--- src/rtl/shape_processor_ctrl_writer.sv ---
// shape_processor_ctrl_writer: writes the CTRL SFR, reads it back and reports whether it matches the predicted value
module shape_processor_ctrl_writer #(
    parameter int                ADDR_W         = 8,
    parameter logic [ADDR_W-1:0] CTRL_ADDR      = '0,
    parameter logic [31:0]       RESET_CTRL     = 32'h0001_0000,
    parameter int                TIMEOUT_CYCLES = 16
) (
    input  logic              clk,
    input  logic              rst_n,
    input  logic              i_cmd_valid,
    output logic              o_cmd_ready,
    input  logic [1:0]        i_cmd_shape,
    input  logic [4:0]        i_cmd_operation,
    output logic              o_bus_req,
    output logic              o_bus_write,
    output logic [ADDR_W-1:0] o_bus_addr,
    output logic [31:0]       o_bus_wdata,
    input  logic [31:0]       i_bus_rdata,
    input  logic              i_bus_ack,
    output logic              o_rsp_valid,
    input  logic              i_rsp_ready,
    output logic              o_rsp_match,
    output logic              o_rsp_applied,
    output logic              o_rsp_timeout,
    output logic [31:0]       o_rsp_ctrl,
    output logic [31:0]       o_cur_ctrl
);
    localparam int CNT_W = $clog2(TIMEOUT_CYCLES + 1);
    localparam logic [1:0] SH_RECT = 2'b01;
    localparam logic [1:0] SH_TRI = 2'b10;
    localparam logic [4:0] OP_PERIM = 5'b00000;
    localparam logic [4:0] OP_AREA = 5'b00001;
    localparam logic [4:0] OP_SQUARE = 5'b01000;
    localparam logic [4:0] OP_EQUI = 5'b10000;
    localparam logic [4:0] OP_ISO = 5'b10001;
    localparam logic [4:0] OP_KEEP = 5'b11111;

    typedef enum logic [1:0] {S_IDLE, S_WRITE, S_READ, S_RESP} state_t;

    state_t           r_state, w_next;
    logic [CNT_W-1:0] r_cnt;
    logic [31:0]      r_wdata, r_expected, r_rsp_ctrl, r_cur;
    logic             r_applied, r_match, r_timeout;
    logic             w_last, w_legal;
    logic [1:0]       w_eff_shape;
    logic [4:0]       w_eff_op;
    logic [31:0]      w_expected;

    assign w_last = r_cnt == CNT_W'(TIMEOUT_CYCLES - 1);
    assign w_eff_shape = (i_cmd_shape == 2'b00) ? r_cur[17:16] : i_cmd_shape;
    assign w_eff_op = (i_cmd_operation == OP_KEEP) ? r_cur[4:0] : i_cmd_operation;
    assign w_legal = i_cmd_shape != 2'b11
        && (i_cmd_operation inside {OP_PERIM, OP_AREA, OP_SQUARE, OP_EQUI, OP_ISO, OP_KEEP})
        && ((w_eff_op == OP_PERIM || w_eff_op == OP_AREA)
            || (w_eff_op == OP_SQUARE && w_eff_shape == SH_RECT)
            || ((w_eff_op == OP_EQUI || w_eff_op == OP_ISO) && w_eff_shape == SH_TRI));
    assign w_expected = w_legal ? {14'b0, w_eff_shape, 11'b0, w_eff_op} : r_cur;

    assign o_bus_addr = CTRL_ADDR;
    assign o_bus_wdata = r_wdata;
    assign o_rsp_match = r_match;
    assign o_rsp_applied = r_applied;
    assign o_rsp_timeout = r_timeout;
    assign o_rsp_ctrl = r_rsp_ctrl;
    assign o_cur_ctrl = r_cur;

    // state register
    always_ff @(posedge clk or negedge rst_n) begin
        if (!rst_n) r_state <= S_IDLE;
        else r_state <= w_next;
    end

    // next state and handshake outputs; a timeout on the write skips the read
    always_comb begin
        w_next = r_state;
        o_cmd_ready = 1'b0;
        o_bus_req = 1'b0;
        o_bus_write = 1'b0;
        o_rsp_valid = 1'b0;
        case (r_state)
            S_IDLE: begin
                o_cmd_ready = 1'b1;
                if (i_cmd_valid) w_next = S_WRITE;
            end
            S_WRITE: begin
                o_bus_req = 1'b1;
                o_bus_write = 1'b1;
                if (i_bus_ack) w_next = S_READ;
                else if (w_last) w_next = S_RESP;
            end
            S_READ: begin
                o_bus_req = 1'b1;
                if (i_bus_ack || w_last) w_next = S_RESP;
            end
            S_RESP: begin
                o_rsp_valid = 1'b1;
                if (i_rsp_ready) w_next = S_IDLE;
            end
            default: w_next = S_IDLE;
        endcase
    end

    // command latch, access timeout counter, readback capture and shadow update
    always_ff @(posedge clk or negedge rst_n) begin
        if (!rst_n) begin
            r_cnt <= '0;
            r_wdata <= '0;
            r_expected <= '0;
            r_rsp_ctrl <= '0;
            r_cur <= RESET_CTRL;
            r_applied <= 1'b0;
            r_match <= 1'b0;
            r_timeout <= 1'b0;
        end else begin
            case (r_state)
                S_IDLE: if (i_cmd_valid) begin
                    r_wdata <= {14'b0, i_cmd_shape, 11'b0, i_cmd_operation};
                    r_expected <= w_expected;
                    r_applied <= w_legal && w_expected != r_cur;
                    r_match <= 1'b0;
                    r_timeout <= 1'b0;
                    r_rsp_ctrl <= '0;
                    r_cnt <= '0;
                end
                S_WRITE, S_READ: begin
                    if (i_bus_ack) begin
                        r_cnt <= '0;
                        if (r_state == S_READ) begin
                            r_rsp_ctrl <= i_bus_rdata;
                            r_match <= i_bus_rdata == r_expected;
                            r_cur <= {14'b0, i_bus_rdata[17:16], 11'b0, i_bus_rdata[4:0]};
                        end
                    end else if (w_last) begin
                        r_timeout <= 1'b1;
                        r_rsp_ctrl <= r_expected;
                    end else begin
                        r_cnt <= r_cnt + 1'b1;
                    end
                end
                default: ;
            endcase
        end
    end
endmodule

--- config.mk ---
export PLATFORM = sky130hd
export DESIGN_NAME = shape_processor_ctrl_writer
export DESIGN_NICKNAME = d
export VERILOG_FILES = /design/src/rtl/shape_processor_ctrl_writer.sv
export SDC_FILE = /design/constraint.sdc
export NUM_CORES = 1
export LEC_CHECK = 0
export CAP_MARGIN = 15
export CORE_MARGIN = 3
export CORE_UTILIZATION = 43
export CTS_CLUSTER_SIZE = 28
export DETAILED_ROUTE_END_ITERATION = 8
export PLACE_DENSITY_LB_ADDON = 0.1
export SLEW_MARGIN = 20
export SYNTH_ARGS = -nofsm -noshare
export SYNTH_HDL_FRONTEND = slang
export SYNTH_SLANG_ARGS = --single-unit
--- constraint.sdc ---
create_clock -name clk -period 2.5 [get_ports clk]
set_clock_uncertainty 0.15 [all_clocks]
set_input_delay 0.375 -clock clk [delete_from_list [all_inputs] [get_ports clk]]
set_output_delay 0.375 -clock clk [all_outputs]
set_load 0.02 [all_outputs]
* Word level (Yosys, flattened, before mapping)
Cells that the tools add are included.
** Storage, ports and cells
- Bits in read-only memories :: 0
- Memory bits (writable) :: 0
- Output and inout bits :: 111
- Flip-flop bits (word level) :: 88
- Bits in latches :: 0
- Memories :: 0
- Logic and storage cells :: 92
** Cells by class
- Magnitude comparators :: 0
- Add/sub/neg operators :: 1
- Bitwise gates (word level) :: 0
- Divide/modulo/power cells :: 0
- Reduce and logical (&&, ||, !) cells :: 24
- Mux-type cells :: 29
- Shift operators :: 0
- Multiply operators :: 0
- Eq/ne operators :: 29
** Operators by type and width (number)
- 32-bit 2-to-1 mux :: 4
- 32-bit case mux with 2 select lines :: 1
- 32-bit == test :: 1
- 5-bit == test, second input constant :: 5
- 5-bit 2-to-1 mux :: 4
- 18-bit 2-to-1 mux :: 1
- 18-bit inequality test :: 1
- 4-bit AND reduction :: 4
- 5-bit by 4-bit == test with 1-bit output, second input constant :: 3
- 2-bit 2-to-1 mux :: 6
- 5-bit by 1-bit == test with 1-bit output, second input constant :: 2
- 5-bit logical NOT :: 2
- 2-bit inequality test, second input constant :: 5
- 5-bit case mux with 2 select lines :: 1
- 1-bit 2-to-1 mux :: 9
- 2-bit case mux with 4 select lines :: 1
- 2-bit == test, second input constant :: 3
- 2-bit by 1-bit inequality test with 1-bit output, second input constant :: 3
- 3-bit inequality test, second input constant :: 2
- 3-bit AND reduction :: 2
- 6-bit nonzero test :: 1
- 5-bit by 1-bit adder with 5-bit output, second input constant :: 1
- 1-bit logical AND :: 5
- 1-bit logical OR :: 5
- other kinds (8) :: 11

* Depth between registers and ports, before layout
Gate-level depths: netlist of the first run.
- Depth in word-level cells :: 10
- Gate-level depth with buffers :: 10
- Gate-level depth less buffers :: 8

* Worst setup path before layout of the first run
Ideal clock, no wire load.
- Kind :: reg-to-reg
- Start :: register r_state[0]
- End :: register r_rsp_ctrl[24] (netlist: o_rsp_ctrl[24])
- Path slack :: 0.462 ns
- Data arrival time :: 1.754 ns
- Cell stages (with the launch flop) :: 11
- Cells stage by stage :: dfrtp_1 > inv_1 > ha_1 > nand2b_1 > nand2b_1 > buf_2 > a31o_2 > buf_2 > clkbuf_1 > nand2_1 > o21ai_0
** On the way
- Cells in the longest elaborated chain, start to end :: 4
- Elaborated cells between the ends (all ways) :: 10
** Ends and longest elaborated chain
- from (decl) :: line 40 : state_t r_state, w_next;
- from (signal assigned) :: line 70 : else r_state <= w_next;
- 2-bit == test / 2-bit by 1-bit == test with 1-bit output (equally long branches) :: line 115, 128
- 2-bit OR reduction (no line)
- 3-bit by 2-bit inequality test with 1-bit output (no line) (tied with other cells)
- 4-bit AND reduction (no line)
- to (signal assigned) :: line 129 : r_rsp_ctrl <= i_bus_rdata;
- to (signal assigned) :: line 135 : r_rsp_ctrl <= r_expected;
- to (decl) :: line 42 : logic [31:0] r_wdata, r_expected, r_rsp_ctrl, r_cur;
Several ways; a longest one is shown, not always the timed one.
A chain may end at the register's enable or synchronous reset.

* Worst setup path in the final report of the first run
- Start :: register r_state[0]
- End :: output o_cmd_ready
** On the way
- Cells in the longest elaborated chain, start to end :: 2
** Ends and longest elaborated chain
- 2-bit logical NOT :: line 80 : case (r_state)
- 1-bit 2-to-1 mux :: line 80
- to (decl) :: line 11 : output logic o_cmd_ready,
No other way between the ends.

==> flow_metrics.py, run 1 <==
metrics = {
    "timing": {
        "whs_ps": 330,
        "setup_viol": 0,
        "fin_crit_sh": 0.924,
        "hold_violations": 0,
        "slew_viol_final": 0,
        "fin_ws_ps": 189,
        "rsz0062_at_grt": "no",
        "tightest_slew_ps": 495,
        "tns_ps": 0,
        "finalCriticalPeriod_ps": 2310,
        "relSlewSlack": 0.667,
        "fmax_mhz": 433,
    },
    "setup_path": {
        "start_kind": "register",
        "crit_required_ps": 1980,
        "worstPathMaxFanout": 6,
        "cp_top_family": "buffers and inverters",
        "cpPeakStageDelay_ps": 640,
        "crit_path_end_kind": "primary output",
        "critPathBufInv": 2,
        "cp.arrival_ps": 1790,
        "critPathSlowestCell": "clkdlybuf4s50_1",
        "worstPathCellList": "inv_1 > ha_1 > clkdlybuf4s50_1",
        "critPathKind": "register to primary output",
    },
    "synthesis": {
        "synth-simple-area-share": 0.179,
        "synthDistinctLibCells": 52,
        "avgSynthCellArea_um2": 8.90,
        "synth.area.top_cells": "dfrtp_1 43%, buf_4 12%, nand2_1 10%",
        "yosys.area.top_type": "dfrtp_1",
        "synth.top_cell.area_share": 0.431,
        "yosysWarnings": 0,
        "synth_area_um2": 3600,
        "synth_compound_area_frac": 0.143,
        "synth_edf_count": 0,
        "synthAdderAreaFrac": 0.0208,
        "synth_top_flop_cell": "dfrtp_1",
        "synth_top_family_by_area": "simple AND/OR/NAND/NOR gates",
        "synth.mux.area_fraction": 0.0438,
        "ys_top_cells_by_count": "98 x nand2_1, 62 x dfrtp_1, 59 x buf_4, 51 x o21ai_0, 14 x mux2_2",
        "synthCells": 405,
        "synthArstFlopShare": 1.00,
        "yosysSeqAreaShare": 0.438,
        "ys_seq_elements": 63,
        "synthXorXnorAreaFrac": 0.0194,
        "yosysMostFrequentCell": "nand2_1",
    },
    "pwr": {
        "ir_drop_v": 0.000522,
        "swShare": 0.405,
        "comb_power_share": 0.487,
        "power.switching_mw": 2.21,
        "power_leakage_nw": 2.14,
        "power_density_nw_per_um2": 1140,
        "p_seq_frac": 0.298,
        "p_clk_frac": 0.215,
        "intPower_mw": 3.25,
    },
    "routing": {
        "wirelength_mm": 8.55,
        "drt_iter0_markers": 62,
        "firstDrtPassIters": 4,
        "vias": 2935,
        "drtAntennaViolNets": 0,
        "via_per_inst": 4.78,
        "drt_drc_violations_left": 0,
        "wl_per_cell_um": 13.9,
    },
    "cts": {
        "ctsRootBufferMaster": "clkbuf_8",
        "clock_sinks": 63,
        "htree_num_levels": 3,
        "clk_path_buf_depth": 2,
        "cts_buffers": 9,
        "cts_tree": "yes",
        "post_cts_buffers": 0,
        "clk_pin_slew_ps": 80,
        "insertion_delay_ps": 340,
    },
    "grt": {
        "grt_pass1_vias": 2785,
        "grt_pass1_wl_mm": 13.9,
        "grt_remaining_overflow": 0,
        "grt_max_degree": 65,
        "antenna_found_initial": 0,
        "track_usage": 0.179,
    },
    "job": {
        "drv_cap": 0,
    },
    "floorplan": {
        "core_region_area_um2": 7930,
        "die_w_um": 97.5,
        "rows": 32,
        "die_area_um2": 9520,
        "die_y_um": 97.5,
        "initial_utilization": 0.455,
        "num_io_pins": 155,
    },
    "min_path": {
        "hold_path.class": "register to register",
    },
    "status": {
        "status": "finished clean",
    },
    "finish": {
        "synthToLayoutAreaGrowth_pct": 33.0,
        "drive_gt1_frac": 0.105,
        "nets": 557,
        "final_cell_area_um2": 4790,
        "diodes": 0,
    },
    "placement": {
        "portBuffers": 96,
        "dp_hpwl_mm": 6.48,
        "dp_slack_ps": 199,
        "gp_congestion": 0.924,
        "placedInstanceArea_um2": 4510,
    },
}
==> per-stage QoR <==
stage | power [mW] | util | std cells
global placement | 4.29 | 0.569 | 597
detailed placement | 4.33 | 0.569 | 597
floorplan | 3.32 | - | 462
CTS | 5.52 | 0.604 | 614
finish | 5.47 | 0.604 | 614
global route | 5.87 | 0.604 | 614
==> routing by layer <==
layer / up-vias / routed length (um) / global-route usage
met5: - / 0 / 0
met4: 0 / 236 / 0.0809
met1: 1345 / 3740 / 0.227
met3: 22 / 526 / 0.0438
met2: 107 / 4050 / 0.289
li1: 1461 / - / -
==> layout make-up <==
cell class / count / area, um2
Clock buffer: 9 / 124
Fill cell: 700 / 3140
Tap cell: 102 / 128
Inverter: 12 / 45.0
Sequential cell: 63 / 1580
Clock inverter: 7 / 145
Multi-Input combinational cell: 311 / 1690
Timing Repair Buffer: 110 / 1090
==> cell usage in the layout, fill, tap and decap left out, types with 2 or more instances in the layout <==
cell type,instances
nand4_1,4
dfrtp_1,62
nand2b_1,6
o21a_1,2
bufinv_16,4
mux2_2,14
nand3_1,4
clkdlybuf4s50_1,94
and2_1,2
nor4_1,5
inv_1,12
conb_1,58
or4_1,2
clkinv_4,2
and4_1,2
o21ai_0,51
a22o_1,2
clkbuf_8,9
a21oi_1,7
nor3_1,3
nor2b_1,3
buf_4,11
nor2_1,6
ha_1,6
xor2_1,7
nand2_1,98
buf_12,2
a21o_1,2
==> final timing paths <==
path,startpoint,end,slack (ps),cells after the start
worst max-delay path,r_state[0],o_cmd_ready,190,3
worst min-delay path,o_rsp_ctrl[29],o_rsp_ctrl[29],330,2
worst max register to register,r_state[0],o_rsp_match,270,7
worst min register to register,o_rsp_ctrl[29],o_rsp_ctrl[29],330,2
max in group asynchronous,rst_n,o_cur_ctrl[16],1460,3
min in group asynchronous,rst_n,r_cnt[0],440,3
==> registers in the layout (all words and copies together), names as in the netlist <==
signal,flops
r_state,2
r_cnt,5
o_cur_ctrl,7
o_rsp_timeout,1
o_rsp_applied,1
o_rsp_ctrl,32
o_bus_wdata,7
r_expected,7
o_rsp_match,1
==> cell families after synthesis <==
logic type      Yosys count
fa+ha+maj                 6
simple gates            143
other cells               1
compound gates           82
flops                    63
xor+xnor                  8
mux                      14
buf+inv                  88
==> power by group through the flow <==
stage | Combinational (mW) | Clock (mW) | Sequential (mW)
2_1_floorplan | 1.44 | 0 | 1.89
3_3_place_gp | 2.65 | 0 | 1.64
3_5_place_dp | 2.69 | 0 | 1.65
4_1_cts | 2.69 | 1.20 | 1.63
5_1_grt | 2.94 | 1.25 | 1.68
6_report | 2.67 | 1.18 | 1.63
==> worst register-to-register path: cells and delay by family (launching register included) <==
kind,cells,cell delay [ps]
AND/OR/NAND/NOR,4,830
adder cells (fa/ha/maj),1,460
flip-flops,1,430
AO/OA/AOI/OAI,1,190
buffers and inverters,1,90
==> what timing repair did <==
item | in CTS | in global routing
setup endpoints to repair | 1 | 1
hold endpoints to repair | 62 | 0
pin swaps | 0 | 0
hold buffers | 1 | 0
resized for setup | 1 | 1
(Power assumes the default switching activity.)
==> run 2: changes to the inputs <==
--- a/config.mk
+++ b/config.mk
@@ -11,7 +11,7 @@
 export CTS_CLUSTER_SIZE = 28
 export DETAILED_ROUTE_END_ITERATION = 8
 export PLACE_DENSITY_LB_ADDON = 0.1
-export SLEW_MARGIN = 20
+export SKIP_CTS_REPAIR_TIMING = 1
 export SYNTH_ARGS = -nofsm -noshare
 export SYNTH_HDL_FRONTEND = slang
 export SYNTH_SLANG_ARGS = --single-unit
==> flow_metrics.py, run 2 (synthesis results as in run 1) <==
metrics = {
    "finish": {
        "utilization": 0.604,
        "final_cell_mix": "98 x nand2_1, 94 x clkdlybuf4s50_1, 62 x dfrtp_1, 58 x conb_1, 51 x o21ai_0",
        "largest_reg_flops": 32,
        "synthToLayoutAreaGrowth_pct": 33.0,
        "fill_cells": 703,
        "final_cell_area_um2": 4790,
        "diodes": 0,
        "final_common_cell": "nand2_1",
        "drive_gt1_frac": 0.105,
        "final-instance-count-excl-fill": 614,
        "nets": 557,
    },
    "timing": {
        "finalCriticalPeriod_ps": 2260,
        "relSlewSlack": 0.667,
        "slew_viol_final": 0,
        "hold_violations": 0,
        "fin_crit_sh": 0.905,
        "tns_ps": 0,
        "tightest_slew_ps": 495,
        "setup_viol": 0,
        "fmax_mhz": 442,
        "rsz0062_at_grt": "no",
    },
    "setup_path": {
        "critPathKind": "register to primary output",
        "start_kind": "register",
        "crit_required_ps": 1980,
        "crit_path_end_kind": "primary output",
        "cp.arrival_ps": 1740,
        "worstPathMaxFanout": 6,
    },
    "grt": {
        "grt_pass1_wl_mm": 13.9,
        "grt_pass1_vias": 2785,
        "antenna_found_initial": 0,
        "grt_max_degree": 65,
        "grt_remaining_overflow": 0,
        "track_usage": 0.179,
    },
    "pwr": {
        "power.switching_mw": 2.21,
        "ir_drop_v": 0.000522,
        "power_leakage_nw": 2.15,
        "swShare": 0.404,
        "intPower_mw": 3.27,
        "comb_power_share": 0.489,
        "power_density_nw_per_um2": 1140,
        "p_clk_frac": 0.214,
        "p_seq_frac": 0.297,
    },
    "floorplan": {
        "num_io_pins": 155,
        "die_w_um": 97.5,
        "rows": 32,
        "core_region_area_um2": 7930,
        "die_area_um2": 9520,
        "initial_utilization": 0.455,
        "die_y_um": 97.5,
    },
    "cts": {
        "cts_buffers": 9,
        "clk_path_buf_depth": 2,
        "cts_tree": "yes",
        "clock_sinks": 63,
        "clk_pin_slew_ps": 70,
        "ctsRootBufferMaster": "clkbuf_8",
        "insertion_delay_ps": 340,
        "htree_num_levels": 3,
    },
    "routing": {
        "drt_drc_violations_left": 0,
        "via_per_inst": 4.79,
        "firstDrtPassIters": 4,
        "wl_per_cell_um": 13.9,
        "wirelength_mm": 8.52,
        "drtAntennaViolNets": 0,
        "vias": 2942,
        "drt_iter0_markers": 72,
    },
    "placement": {
        "portBuffers": 96,
        "placedInstanceArea_um2": 4510,
        "gp_congestion": 0.924,
        "dp.cells": 597,
        "dp_hpwl_mm": 6.48,
    },
    "min_path": {
        "hold_path.class": "register to register",
    },
    "status": {
        "status": "finished clean",
    },
    "job": {
        "drv_cap": 0,
    },
}
==> run 2: changes by cell type in the layout (fill, tap and decap cells not counted), sizes merged <==
cell	before	now
dlygate4sd2	1	0
dlymetal6s2s	0	1
==> run 2: worst paths after layout <==
check | from | end | slack (ps) | cells after the start
max in group asynchronous | rst_n | o_cur_ctrl[16] | 1470 | 3
min | o_rsp_ctrl[0] | o_rsp_ctrl[0] | 330 | 2
max reg2reg | r_state[0] | o_rsp_match | 310 | 7
min in group asynchronous | rst_n | r_cnt[0] | 430 | 3
max | r_state[0] | o_cmd_ready | 240 | 3
min reg2reg | o_rsp_ctrl[0] | o_rsp_ctrl[0] | 330 | 2
==> run 2: layout make-up <==
type                            count  area (um2)  share of cell area
Clock buffer                        9         124              0.0258
Clock inverter                      7         145              0.0303
Inverter                           12        45.0             0.00940
Multi-Input combinational cell    311        1680               0.351
Sequential cell                    63        1580               0.329
Tap cell                          102         128              0.0266
Timing Repair Buffer              110        1090               0.228
==> run 2: power groups by stage <==
stage,clock (mW),combinational [mW],sequential (mW)
2_1_floorplan,0,1.44,1.89
3_3_place_gp,0,2.65,1.64
3_5_place_dp,0,2.69,1.65
4_1_cts,1.20,2.70,1.63
5_1_grt,1.25,2.96,1.68
6_report,1.18,2.68,1.63
==> run 2: per-stage QoR <==
stage	setup slack [ps]	hold slack, ps	total power [mW]
5_1_grt	43.1	361	5.89
2_1_floorplan	462	-70.6	3.32
3_3_place_gp	255	266	4.29
3_5_place_dp	199	264	4.33
6_report	237	329	5.49
4_1_cts	-17.8	-115	5.53
==> run 2: per-layer routing <==
layer	share of wire	GRT usage
met1	0.44	0.227
met4	0.028	0.0809
met2	0.47	0.289
met3	0.062	0.0445
met5	0	0
==> run 2: worst max-delay path, cell delays in order, from the launching register on <==
cell and delay, ps:
dfrtp_1 430, inv_1 110, ha_2 240, clkdlybuf4s50_1 620
